## src/rtl/instr_fetch_unit_pkg.sv

```systemverilog
// fetch_pkg: shared definitions for the instruction-fetch stage.
//   - fetch_state_e  : FSM state encoding (S_IDLE/S_FETCH/S_ISSUE, 2 bits)
//   - field positions of OPCODE/DEST/SRC1/SRC2_IMM inside the 32-bit word
//   - INSTR_W        : instruction width
//   - DEFAULT_PC_STEP: default byte increment per sequential instruction
package fetch_pkg;

    typedef enum logic [1:0] {
        S_IDLE  = 2'd0,
        S_FETCH = 2'd1,
        S_ISSUE = 2'd2
    } fetch_state_e;

    localparam int unsigned INSTR_W  = 32;

    localparam int unsigned OP_MSB   = 31;
    localparam int unsigned OP_LSB   = 24;
    localparam int unsigned DEST_MSB = 23;
    localparam int unsigned DEST_LSB = 16;
    localparam int unsigned SRC1_MSB = 15;
    localparam int unsigned SRC1_LSB = 8;
    localparam int unsigned SRC2_MSB = 7;
    localparam int unsigned SRC2_LSB = 0;

    localparam logic [31:0] DEFAULT_PC_STEP = 32'd4;

endpackage

```

## src/rtl/instr_fetch_unit_if.sv

```systemverilog
// instr_fetch_unit_if: instruction-memory bus plus issue bus of the fetch stage.
//   IMEM_READ/IMEM_ADDRESS      : read request from the fetch unit
//   IMEM_READDATA/IMEM_BUSYWAIT : memory response / not-ready
//   STALL                       : downstream not ready
//   INSTR_VALID/PC_OUT/fields   : issued instruction towards the decoder
// modport master = fetch unit side, slave = memory + downstream side.
interface instr_fetch_unit_if;

    logic        IMEM_READ;
    logic [31:0] IMEM_ADDRESS;
    logic [31:0] IMEM_READDATA;
    logic        IMEM_BUSYWAIT;
    logic        STALL;
    logic        INSTR_VALID;
    logic [31:0] PC_OUT;
    logic [7:0]  OPCODE;
    logic [7:0]  DEST;
    logic [7:0]  SRC1;
    logic [7:0]  SRC2_IMM;

    modport master (
        output IMEM_READ, IMEM_ADDRESS, INSTR_VALID, PC_OUT,
               OPCODE, DEST, SRC1, SRC2_IMM,
        input  IMEM_READDATA, IMEM_BUSYWAIT, STALL
    );

    modport slave (
        input  IMEM_READ, IMEM_ADDRESS, INSTR_VALID, PC_OUT,
               OPCODE, DEST, SRC1, SRC2_IMM,
        output IMEM_READDATA, IMEM_BUSYWAIT, STALL
    );

endinterface

```

## src/rtl/instr_fetch_unit_pc_next_calc.sv

```systemverilog
// pc_next_calc: combinational next-PC computation.
//   pc_i            : current PC
//   pc_seq_o        : pc_i + PC_STEP (wraps modulo 2^32)
//   branch_offset_i : signed word offset   (only with FETCH_BRANCH_EN)
//   pc_branch_o     : pc_i + (offset << 2) (only with FETCH_BRANCH_EN)
// Optional feature macro: FETCH_BRANCH_EN
module pc_next_calc
    import fetch_pkg::*;
#(
    parameter logic [31:0] PC_STEP = DEFAULT_PC_STEP
) (
`ifdef FETCH_BRANCH_EN
    input  logic [7:0]  branch_offset_i,
    output logic [31:0] pc_branch_o,
`endif
    input  logic [31:0] pc_i,
    output logic [31:0] pc_seq_o
);

    assign pc_seq_o = pc_i + PC_STEP;

`ifdef FETCH_BRANCH_EN
    // Sign-extend the word offset and convert to bytes.
    assign pc_branch_o = pc_i + {{22{branch_offset_i[7]}}, branch_offset_i, 2'b00};
`endif

endmodule

```

## src/rtl/instr_fetch_unit.sv

```systemverilog
// instr_fetch_unit: PC register, fetch FSM and instruction register.
//   CLK, RESET     : clock, asynchronous active-high reset
//   bus (master)   : IMEM read handshake and issued-instruction outputs
//   BRANCH_TAKEN   : take relative branch at consume edge (FETCH_BRANCH_EN)
//   BRANCH_OFFSET  : signed word offset                   (FETCH_BRANCH_EN)
// Optional feature macro: FETCH_BRANCH_EN
module instr_fetch_unit
    import fetch_pkg::*;
#(
    parameter logic [31:0] RESET_PC = 32'd0,
    parameter logic [31:0] PC_STEP  = DEFAULT_PC_STEP
) (
    input  logic CLK,
    input  logic RESET,
`ifdef FETCH_BRANCH_EN
    input  logic       BRANCH_TAKEN,
    input  logic [7:0] BRANCH_OFFSET,
`endif
    instr_fetch_unit_if.master bus
);

    fetch_state_e         state_q, state_d;
    logic [31:0]          pc_q, pc_d;
    logic [31:0]          pc_out_q, pc_out_d;
    logic [INSTR_W-1:0]   ir_q, ir_d;
    logic                 valid_q, valid_d;
    logic [31:0]          pc_seq;
`ifdef FETCH_BRANCH_EN
    logic [31:0]          pc_branch;
`endif

    pc_next_calc #(.PC_STEP(PC_STEP)) u_pc_next (
`ifdef FETCH_BRANCH_EN
        .branch_offset_i (BRANCH_OFFSET),
        .pc_branch_o     (pc_branch),
`endif
        .pc_i            (pc_q),
        .pc_seq_o        (pc_seq)
    );

    always_ff @(posedge CLK or posedge RESET) begin
        if (RESET) begin
            state_q  <= S_IDLE;
            pc_q     <= RESET_PC;
            pc_out_q <= '0;
            ir_q     <= '0;
            valid_q  <= 1'b0;
        end else begin
            state_q  <= state_d;
            pc_q     <= pc_d;
            pc_out_q <= pc_out_d;
            ir_q     <= ir_d;
            valid_q  <= valid_d;
        end
    end

    always_comb begin
        state_d  = state_q;
        pc_d     = pc_q;
        pc_out_d = pc_out_q;
        ir_d     = ir_q;
        valid_d  = valid_q;
        case (state_q)
            S_IDLE: state_d = S_FETCH;
            S_FETCH: begin
                if (!bus.IMEM_BUSYWAIT) begin
                    ir_d     = bus.IMEM_READDATA;
                    pc_out_d = pc_q;
                    pc_d     = pc_seq;
                    valid_d  = 1'b1;
                    state_d  = S_ISSUE;
                end
            end
            S_ISSUE: begin
                if (!bus.STALL) begin
                    valid_d = 1'b0;
                    state_d = S_FETCH;
`ifdef FETCH_BRANCH_EN
                    // pc_q already points at the next sequential instruction.
                    if (BRANCH_TAKEN) pc_d = pc_branch;
`endif
                end
            end
            default: state_d = S_IDLE;
        endcase
    end

    // Request is a function of state only; RESET gating keeps it low even
    // in the delta before the async reset reaches state_q.
    assign bus.IMEM_READ    = (state_q == S_FETCH) && !RESET;
    assign bus.IMEM_ADDRESS = pc_q;
    assign bus.INSTR_VALID  = valid_q;
    assign bus.PC_OUT       = pc_out_q;
    assign bus.OPCODE       = ir_q[OP_MSB:OP_LSB];
    assign bus.DEST         = ir_q[DEST_MSB:DEST_LSB];
    assign bus.SRC1         = ir_q[SRC1_MSB:SRC1_LSB];
    assign bus.SRC2_IMM     = ir_q[SRC2_MSB:SRC2_LSB];

endmodule

```

## src/flat_wrapper.sv

```systemverilog
// flat-port wrapper written by rule: the top's interface ports become plain ports
module instr_fetch_unit_flat import fetch_pkg::*;
#(
    parameter logic [31:0] RESET_PC = 32'd0,
    parameter logic [31:0] PC_STEP  = DEFAULT_PC_STEP
)
  (CLK, RESET, bus_IMEM_READ, bus_IMEM_ADDRESS, bus_INSTR_VALID, bus_PC_OUT, bus_OPCODE, bus_DEST, bus_SRC1, bus_SRC2_IMM, bus_IMEM_READDATA, bus_IMEM_BUSYWAIT, bus_STALL);
  instr_fetch_unit_if bus_i ();
  input  logic CLK;
  input  logic RESET;
  output wire logic [$bits(bus_i.IMEM_READ)-1:0] bus_IMEM_READ;
  output wire logic [$bits(bus_i.IMEM_ADDRESS)-1:0] bus_IMEM_ADDRESS;
  output wire logic [$bits(bus_i.INSTR_VALID)-1:0] bus_INSTR_VALID;
  output wire logic [$bits(bus_i.PC_OUT)-1:0] bus_PC_OUT;
  output wire logic [$bits(bus_i.OPCODE)-1:0] bus_OPCODE;
  output wire logic [$bits(bus_i.DEST)-1:0] bus_DEST;
  output wire logic [$bits(bus_i.SRC1)-1:0] bus_SRC1;
  output wire logic [$bits(bus_i.SRC2_IMM)-1:0] bus_SRC2_IMM;
  input wire logic [$bits(bus_i.IMEM_READDATA)-1:0] bus_IMEM_READDATA;
  input wire logic [$bits(bus_i.IMEM_BUSYWAIT)-1:0] bus_IMEM_BUSYWAIT;
  input wire logic [$bits(bus_i.STALL)-1:0] bus_STALL;
  assign bus_IMEM_READ = bus_i.IMEM_READ;
  assign bus_IMEM_ADDRESS = bus_i.IMEM_ADDRESS;
  assign bus_INSTR_VALID = bus_i.INSTR_VALID;
  assign bus_PC_OUT = bus_i.PC_OUT;
  assign bus_OPCODE = bus_i.OPCODE;
  assign bus_DEST = bus_i.DEST;
  assign bus_SRC1 = bus_i.SRC1;
  assign bus_SRC2_IMM = bus_i.SRC2_IMM;
  assign bus_i.IMEM_READDATA = bus_IMEM_READDATA;
  assign bus_i.IMEM_BUSYWAIT = bus_IMEM_BUSYWAIT;
  assign bus_i.STALL = bus_STALL;
  instr_fetch_unit #(.RESET_PC(RESET_PC), .PC_STEP(PC_STEP)) u_core (.CLK(CLK), .RESET(RESET), .bus(bus_i));
endmodule
```

## config.mk

```make
export PLATFORM = sky130hd
export DESIGN_NAME = instr_fetch_unit_flat
export DESIGN_NICKNAME = d
export VERILOG_FILES = /design/src/rtl/instr_fetch_unit_pkg.sv /design/src/rtl/instr_fetch_unit_if.sv /design/src/rtl/instr_fetch_unit_pc_next_calc.sv /design/src/rtl/instr_fetch_unit.sv /design/src/flat_wrapper.sv
export SDC_FILE = /design/constraint.sdc
export NUM_CORES = 1
export LEC_CHECK = 0
export ABC_AREA = 0
export CAP_MARGIN = 20
export CELL_PAD_IN_SITES_DETAIL_PLACEMENT = 1
export CELL_PAD_IN_SITES_GLOBAL_PLACEMENT = 2
export CORE_MARGIN = 5
export CORE_UTILIZATION = 26
export CTS_CLUSTER_DIAMETER = 80
export DETAILED_ROUTE_END_ITERATION = 10
export PLACE_DENSITY = 0.82
export SETUP_SLACK_MARGIN = 0.2
export SLEW_MARGIN = 20
export SYNTH_ARGS = -nofsm -noshare
export SYNTH_HDL_FRONTEND = slang
export SYNTH_SLANG_ARGS = --single-unit
```

## constraint.sdc

```tcl
create_clock -name CLK -period 4.6 [get_ports CLK]
set_clock_uncertainty 0.1 [all_clocks]
set_input_delay 0.69 -clock CLK [delete_from_list [all_inputs] [get_ports CLK]]
set_output_delay 0.69 -clock CLK [all_outputs]
set_load 0.05 [all_outputs]
```

* Word-level counts from Yosys, hierarchy flattened
Index checks and enable logic that the tools add are counted.
** Storage, ports and cells
- Flip-flop bits (word level) :: 99
- Input port bits :: 36
- Logic and storage cells :: 24
- Output and inout bits :: 98
** Operators by class
- Multiplexer cells :: 6
- Reductions and logical operators :: 7
- Bitwise operators :: 1
- $add $sub $neg :: 1
- Equality and inequality tests :: 4
** Operator list (number)
- adder 32 x 3 -> 32 bit (second input constant) :: 1
- one-hot mux 2 bit (3 select lines) :: 1
- 2-to-1 mux 2 bit :: 2
- inequality test 2 bit (second input constant) :: 2
- AND reduction 2 bit :: 2
- AND reduction 3 bit :: 1
- equality test 2 x 1 -> 1 bit (second input constant) :: 1
- equality test 2 bit (second input constant) :: 1
- zero test 2 bit :: 1
- 2-to-1 mux 1 bit :: 2
- one-hot mux 1 bit (2 select lines) :: 1
- nonzero test 2 bit :: 1
- logical AND 1 bit :: 1
- zero test 1 bit :: 1
- NOT 1 bit :: 1

* Longest topological paths before layout
Gate-level depths: netlist of run 1.
- Depth after elaboration :: 3
- Depth in mapped cells :: 6
- Gate-level depth less buffers :: 5

* Hierarchy
A second synthesis of run 1 with hierarchy kept.
** Second synthesis, totals
- Cell total of the unflattened synthesis :: 298
- Area, all modules :: 4281.6 µm²
** Modules (own cells, without submodules)
- instr_fetch_unit :: seq. area each 2477.4 µm², instances 1, cells an instance 215, area each 3701.0 µm²
- pc_next_calc :: seq. area each 0.0 µm², instances 1, cells an instance 83, area each 580.6 µm²

* Worst setup path after synthesis of run 1
Ideal clock, no wire load.
- Path type :: input-to-output
- From :: input port RESET
- To :: output port bus_IMEM_READ
- Required time :: 3.810 ns
- Stages on the path :: 2
- Path slack :: 0.459 ns
- Arrival :: 3.351 ns
- Buffers on the path :: 0
- Path through :: inv_1 -> and3_1
** Between the ends
- Word-level cells in the longest chain between the ends :: 2
** Ends and longest elaborated chain
- start, declared :: RTL line flat_wrapper.sv:10 : input logic RESET;
- zero test 1 bit (no source line)
- logical AND 1 bit :: RTL line instr_fetch_unit.sv:90 : assign bus.IMEM_READ = (state_q == S_FETCH) && !RESET;
- end, declared :: RTL line flat_wrapper.sv:11 : output wire logic [$bits(bus_i.IMEM_READ)-1:0] bus_IMEM_READ;
Every way passes these cells.

* Worst setup path after layout of run 1
Same ends and word-level chain as after synthesis.

==> out/results.txt, run 1 <==
Status: complete, no violations
Clk sinks: 95
Hold-fix buffers, CTS: 0
Layout area overhead: 45.8%
Initial Util: 26.6%
Slew Limit Fails: 0
DRT iter0 DRCs: 89
Final hold slack: 0.372 ns
Crit path required time: 3.81 ns
Crit Path Max Fanout: 2
IO Port Bufs: 129
Core ar.: 14,500 µm²
Final Instance Area: 5630 µm²
R2r startpoint: u_core.state_q[1]$_DFFE_PP0P_
Latest clock arrival within the worst-skew pair: 0.34 ns
Post-synth cell types: 27
Commonest non-fill, non-tap cell in the layout: nand2_1
Worst reg-to-reg path cell count: 5
Hpwl dp: 7750 µm
Slew HR: 40.3%
Post-Place Setup Slack: 1.61 ns
FP Rows: 44
Max Root-Sink Buffers: 2
Vias in the first global route: 3,609
Seq/Total Area, Yosys: 61.6%
Slew @ Worst Pin: 0.895 ns
N_diodes: 0
Maximum vdd ir drop: 0.000277 V
Final WL: 11,000 µm
Final TNS setup: 0 ns
Setup repair bufs after CTS: 0
CTS tree: done
Hold Startpoint: u_core.bus.PC_OUT[19]$_DFFE_PP0P_
Yosys reg bits: 95
Placement Cell Area: 5340 µm²
Final count of hold timing violations: 0
H-Tree Depth: 3
P per Cell Area: 607 nW/µm²
Reg2reg end: u_core.bus.IMEM_ADDRESS[19]$_DFFE_PP0P_
Drt wl/cell: 15.3 µm
Max Fclk: 334 MHz
Met2 usage: 21.5%
Dpl cells: 703
Non-Filler Instances: 719
Layout cells sized above 1: 4.67%
Initial antenna violation count: 0
Met1 global-route usage: 16.6%
Worst Hold Path EP: u_core.bus.PC_OUT[19]$_DFFE_PP0P_
First-pass GRT wire length: 19,100 µm
Synth Warn #: 0
DRC: 0
Hold/Removal Path Class: reg -> reg
Pre-Repair DR Iteration Count: 4
Maxcap violations: 0
Die area: 17,400 µm²
Worst Slack Setup Final: 1.61 ns
Worst hold stages: 2
Global-route track usage on met3: 4.62%
Die width: 132 µm
Io pins: 134
Via density: 4.39
Syn Std Cell Area: 3860 µm²
Worst Setup Start Kind: input port
Post-Syn Area per Cell: 9.51 µm²
CP Launch Point: RESET
RePlAce Congestion: 0.712
Busiest grt layer: met2
CP dominant cell by count: clkdlybuf4s50_1
Period Utilization, post-route: 65.0%
CTS clk-pin slew, worst paths: 0.06 ns
Worst Setup Path Type: in -> out
Slowest-stage cell, CP: clkdlybuf4s50_1
Gate count of the mapped netlist: 406
Min Tclk post-route: 2.99 ns
Final ANT Viol Nets: 0
Net count, final: 567
Fillers: 1,662
Total global-route track usage: 13.3%
RSZ-0062 raised after global routing: false
Most frequent cells in the layout: nand2_1 (197), clkdlybuf4s50_1 (129), dfrtp_1 (95)
# resized after CTS: 0
Cts bufs inserted: 9
CP Cell Sequence: clkdlybuf4s50_1 > inv_4 > and3_1 > clkdlybuf4s50_1
Die Height: 132 µm
Worst EP arrival: 2.20 ns
Endpoint class of the critical path: primary output
Global route overflow: 0
Reg-to-reg setup timing slack: 2.39 ns
P_leak: 2.67 nW
Root Buffer: clkbuf_16
Pin count of the biggest net entering global routing: 70
Worst path max stage delay: 0.80 ns
Final setup viols: 0
Vias post-DR: 3,154
==> per-layer routing <==
layer / share of wire [%] / wire length [µm] / up-vias
met1: 44 / 4910 / 1546
met5: 0 / 0 / -
met2: 48 / 5270 / 82
met4: 1.4 / 149 / 0
li1: - / - / 1516
met3: 6.3 / 696 / 10
==> metrics by stage <==
stage / utilization, % / power, mW
floorplan: - / 2.15
global placement: 36.7 / 2.68
detailed placement: 36.7 / 2.71
CTS: 38.7 / 3.48
global route: 38.7 / 3.61
finish: 38.7 / 3.42
==> cell usage after synthesis <==
cell type    n  area share [%]
nand2_1    197              19
dfrtp_1     95              62
xnor2_1     21             4.8
clkbuf_1    15             1.5
nand4_1     11             1.8
nand3_1      8             1.0
xor2_1       8             1.8
and3_1       5            0.81
nor2_1       5            0.49
nor3_1       5            0.65
o21ai_0      5            0.65
and2_1       4            0.65
buf_4        4            0.78
inv_1        4            0.39
and4_1       3            0.68
nor4_2       3            0.97
buf_1        2            0.19
buf_2        2            0.26
a21o_1       1            0.19
a21oi_1      1            0.13
conb_1       1           0.097
ha_1         1            0.32
nand4_2      1            0.32
nor3b_1      1            0.19
nor4bb_1     1            0.26
or3_1        1            0.16
or3b_1       1            0.23
==> report_power, final <==
| part | leakage [nW] | internal [mW] | switching (mW) |
|---|---|---|---|
| Combinational | 1.29 | 0.458 | 1.04 |
| Sequential | 1.24 | 1.03 | 0.146 |
| Clock | 0.140 | 0.436 | 0.310 |
| Total | 2.67 | 1.92 | 1.49 |
==> state kept, by name (all words and copies together), names as in the netlist <==
register,cells
u_core.bus.IMEM_ADDRESS,30
u_core.bus.INSTR_VALID,1
u_core.bus.PC_OUT,30
u_core.ir_q,32
u_core.state_q,2
==> kinds of logic after synthesis <==
logic type / count (synthesis) / synth area share [%]
xor+xnor: 29 / 6.58
fa+ha+maj: 1 / 0.324
flops: 95 / 61.6
other cells: 1 / 0.0971
simple gates: 246 / 27.4
buf+inv: 27 / 3.08
compound gates: 7 / 0.972
==> area by class of cell <==
| class | count | area (µm²) | area share (%) |
|---|---|---|---|
| clock inverter | 3 | 42.5 | 0.756 |
| inverter | 4 | 17.5 | 0.311 |
| clock buffer | 13 | 250 | 4.45 |
| sequential | 95 | 2380 | 42.2 |
| multi-input combinational | 287 | 1390 | 24.7 |
| timing repair buffer | 133 | 1320 | 23.5 |
| tap | 184 | 230 | 4.09 |
==> critical path: cells and delay by family <==
kind	cells	cell delay [ns]
buffers and inverters	3	1.34
AND/OR/NAND/NOR	1	0.16
==> how the worst max path moves through the flow <==
stage                          endpoint  slack (ns)  cells past startpoint
after floorplan           bus_IMEM_READ        0.46                      2
final                     bus_IMEM_READ        1.61                      4
after global routing      bus_IMEM_READ        1.60                      4
after global placement    bus_IMEM_READ        1.60                      4
after CTS                 bus_IMEM_READ        1.60                      4
after detailed placement  bus_IMEM_READ        1.61                      4
Note: power is estimated with default switching activity, not from simulation.
==> inputs of run 2 (changes only) <==
Settings changed: CORE_UTILIZATION 26 to 24, PLACE_DENSITY 0.82 to 0.8.
Clock period 4.6 ns to 2.7 ns, I/O delays scaled along.
==> run 2 against run 1 <==
Against the previous run: critical path depth decreased by 3; via count increased by 1.1%; routed wire length increased by 6.0%; clock power increased by 93%; sequential power increased by 69%; power increased by 76%; non-clock buffer count increased by 2; combinational power increased by 74%; final cell count increased by 4.7%; final area increased by 1.8%; hold slack improved by 0.0051 ns; critical path type is now reg -> out.
==> out/results.txt, run 2 (synthesis gave the netlist of run 1 again) <==
Final count of hold timing violations: 0 (unchanged)
First-pass GRT wire length: 18,600 µm (-2.4%)
Slew @ Worst Pin: 0.676 ns (-0.219 ns)
Worst hold stages: 2 (unchanged)
Fin util: 36.2% (-2.5 points)
Delay-heaviest family, CP: buffers and inverters
Final ANT Viol Nets: 0 (unchanged)
CP Cell Sequence: clkdlybuf4s50_1
P_leak: 2.70 nW (+1.3%)
Slew HR: 54.9% (+15 points)
Max layer used: met4
Worst reg-to-reg path cell count: 5 (unchanged)
Root Buffer: clkbuf_16
# resized after CTS: 0 (unchanged)
Initial Util: 24.4% (-2.2 points)
Maxcap violations: 0 (unchanged)
DRT iter0 DRCs: 116 (+30%)
Post-route met1 wirelength: 4920 µm (+0.31%)
Final TNS setup: 0 ns (unchanged)
Period Utilization, post-route: 82.6%
Final hold slack: 0.377 ns (+0.00512 ns)
Placement Cell Area: 5400 µm² (+1.1%)
RePlAce Congestion: 0.713 (about the same)
Setup repair bufs after CTS: 0 (unchanged)
Net count, final: 569 (+0.35%)
IO Port Bufs: 129 (unchanged)
Buf/Inv on CP: 1 (-2)
Most frequent cells in the layout: nand2_1 (197), clkdlybuf4s50_1 (128), dfrtp_1 (95)
Layout cells sized above 1: 5.77% (+1.1 points)
Endpoint class of the critical path: primary output
Metal3 WL: 749 µm (+7.6%)
Final Instance Area: 5730 µm² (+1.8%)
R2r startpoint: u_core.bus.IMEM_ADDRESS[2]$_DFFE_PP0P_
Largest register FFs: 32 (unchanged)
Pin count of the biggest net entering global routing: 96 (+37%)
Commonest non-fill, non-tap cell in the layout: nand2_1
Final WL: 11,700 µm (+6.0%)
FP Rows: 46 (+4.5%)
Die Height: 137 µm (+3.8%)
Reg-to-reg setup timing slack: 0.65 ns (-1.74 ns)
Hold/Removal Path Class: reg -> reg
H-Tree Depth: 3 (unchanged)
Die width: 137 µm (+3.8%)
Crit Path Max Fanout: 7 (+5)
Worst path max stage delay: 0.87 ns (+0.07 ns)
Maximum vdd ir drop: 0.000432 V (+56%)
Initial antenna violation count: 0 (unchanged)
Final setup viols: 0 (unchanged)
Crit path required time: 2.19 ns (-1.62 ns)
Vias post-DR: 3,188 (+1.1%)
Pre-Repair DR Iteration Count: 4 (unchanged)
Status: complete, no violations
Slew Limit Fails: 0 (unchanged)
Die area: 18,700 µm² (+7.7%)
DRC: 0 (unchanged)
CTS clk-pin slew, worst paths: 0.08 ns (+0.02 ns)
Max Fclk: 448 MHz
Worst Setup Path Type: reg -> out
Core ar.: 15,800 µm² (+8.9%)
Cts bufs inserted: 9 (unchanged)
Drt wl/cell: 15.5 µm (+1.2%)
Io pins: 134 (unchanged)
Via density: 4.23 (-3.5%)
Max Root-Sink Buffers: 2 (unchanged)
Biggest register: u_core.ir_q
Min Tclk post-route: 2.23 ns
Worst EP arrival: 1.72 ns (-0.48 ns)
N_diodes: 0 (unchanged)
Latest clock arrival within the worst-skew pair: 0.35 ns (about the same)
CTS tree: done
Hold-fix buffers, CTS: 0 (unchanged)
Total global-route track usage: 12.8% (-0.43 points)
Post-Place Setup Slack: 0.338 ns (-1.27 ns)
Clk sinks: 95 (unchanged)
RSZ-0062 raised after global routing: false
Slowest-stage cell, CP: clkdlybuf4s50_1
Hpwl dp: 8280 µm (+6.8%)
Worst Hold Path EP: u_core.bus.PC_OUT[4]$_DFFE_PP0P_
Worst Setup Start Kind: register
Layout area overhead: 48.3%
Global route overflow: 0 (unchanged)
P per Cell Area: 1050 nW/µm² (+73%)
Reg2reg end: u_core.bus.IMEM_ADDRESS[24]$_DFFE_PP0P_
Worst Slack Setup Final: 0.470 ns (-1.14 ns)
Hold Startpoint: u_core.bus.PC_OUT[4]$_DFFE_PP0P_
Vias in the first global route: 3,481 (-3.5%)
Met2 Wirelength: 5800 µm (+9.9%)
[run 2: per-layer routing]
layer,vias to the layer above,global-route usage (%)
li1,1525,-
met1,1563,15.0
met2,84,21.8
met3,16,4.19
met4,0,5.16
met5,-,0
[run 2: cell type report]
class / count / area, µm²
flip-flops and latches: 95 / 2380
multi-input cells: 287 / 1390
clock buffers: 10 / 239
repair buffers: 135 / 1350
well taps: 216 / 270
clock inverters: 6 / 91.3
inverters: 4 / 18.8
fillers: 1801 / 10100
[run 2: worst max path at each step]
stage | endpoint | slack [ns] | from | cells past startpoint
2_1_floorplan | bus_IMEM_READ | -0.27 | RESET | 2
3_3_place_gp | u_core.bus.IMEM_ADDRESS[24]$_DFFE_PP0P_ | 0.31 | bus_IMEM_BUSYWAIT | 5
3_5_place_dp | u_core.bus.IMEM_ADDRESS[24]$_DFFE_PP0P_ | 0.34 | bus_IMEM_BUSYWAIT | 5
4_1_cts | bus_IMEM_ADDRESS[17] | 0.44 | u_core.bus.IMEM_ADDRESS[17]$_DFFE_PP0P_ | 1
5_1_grt | bus_IMEM_ADDRESS[10] | 0.41 | u_core.bus.IMEM_ADDRESS[10]$_DFFE_PP0P_ | 1
6_report | bus_IMEM_ADDRESS[10] | 0.47 | u_core.bus.IMEM_ADDRESS[10]$_DFFE_PP0P_ | 1
[run 2: where the power goes]
group | total, mW | switching (mW) | internal [mW] | leakage, nW
logic | 2.59 | 1.80 | 0.790 | 1.30
registers | 2.00 | 0.241 | 1.75 | 1.24
clock network | 1.44 | 0.590 | 0.845 | 0.163
[run 2: stage by stage]
stage	cells	power, mW
3_3_place_gp	737	4.57
6_report	753	6.02
4_1_cts	753	6.13
2_1_floorplan	409	3.67
3_5_place_dp	737	4.66
5_1_grt	753	6.33
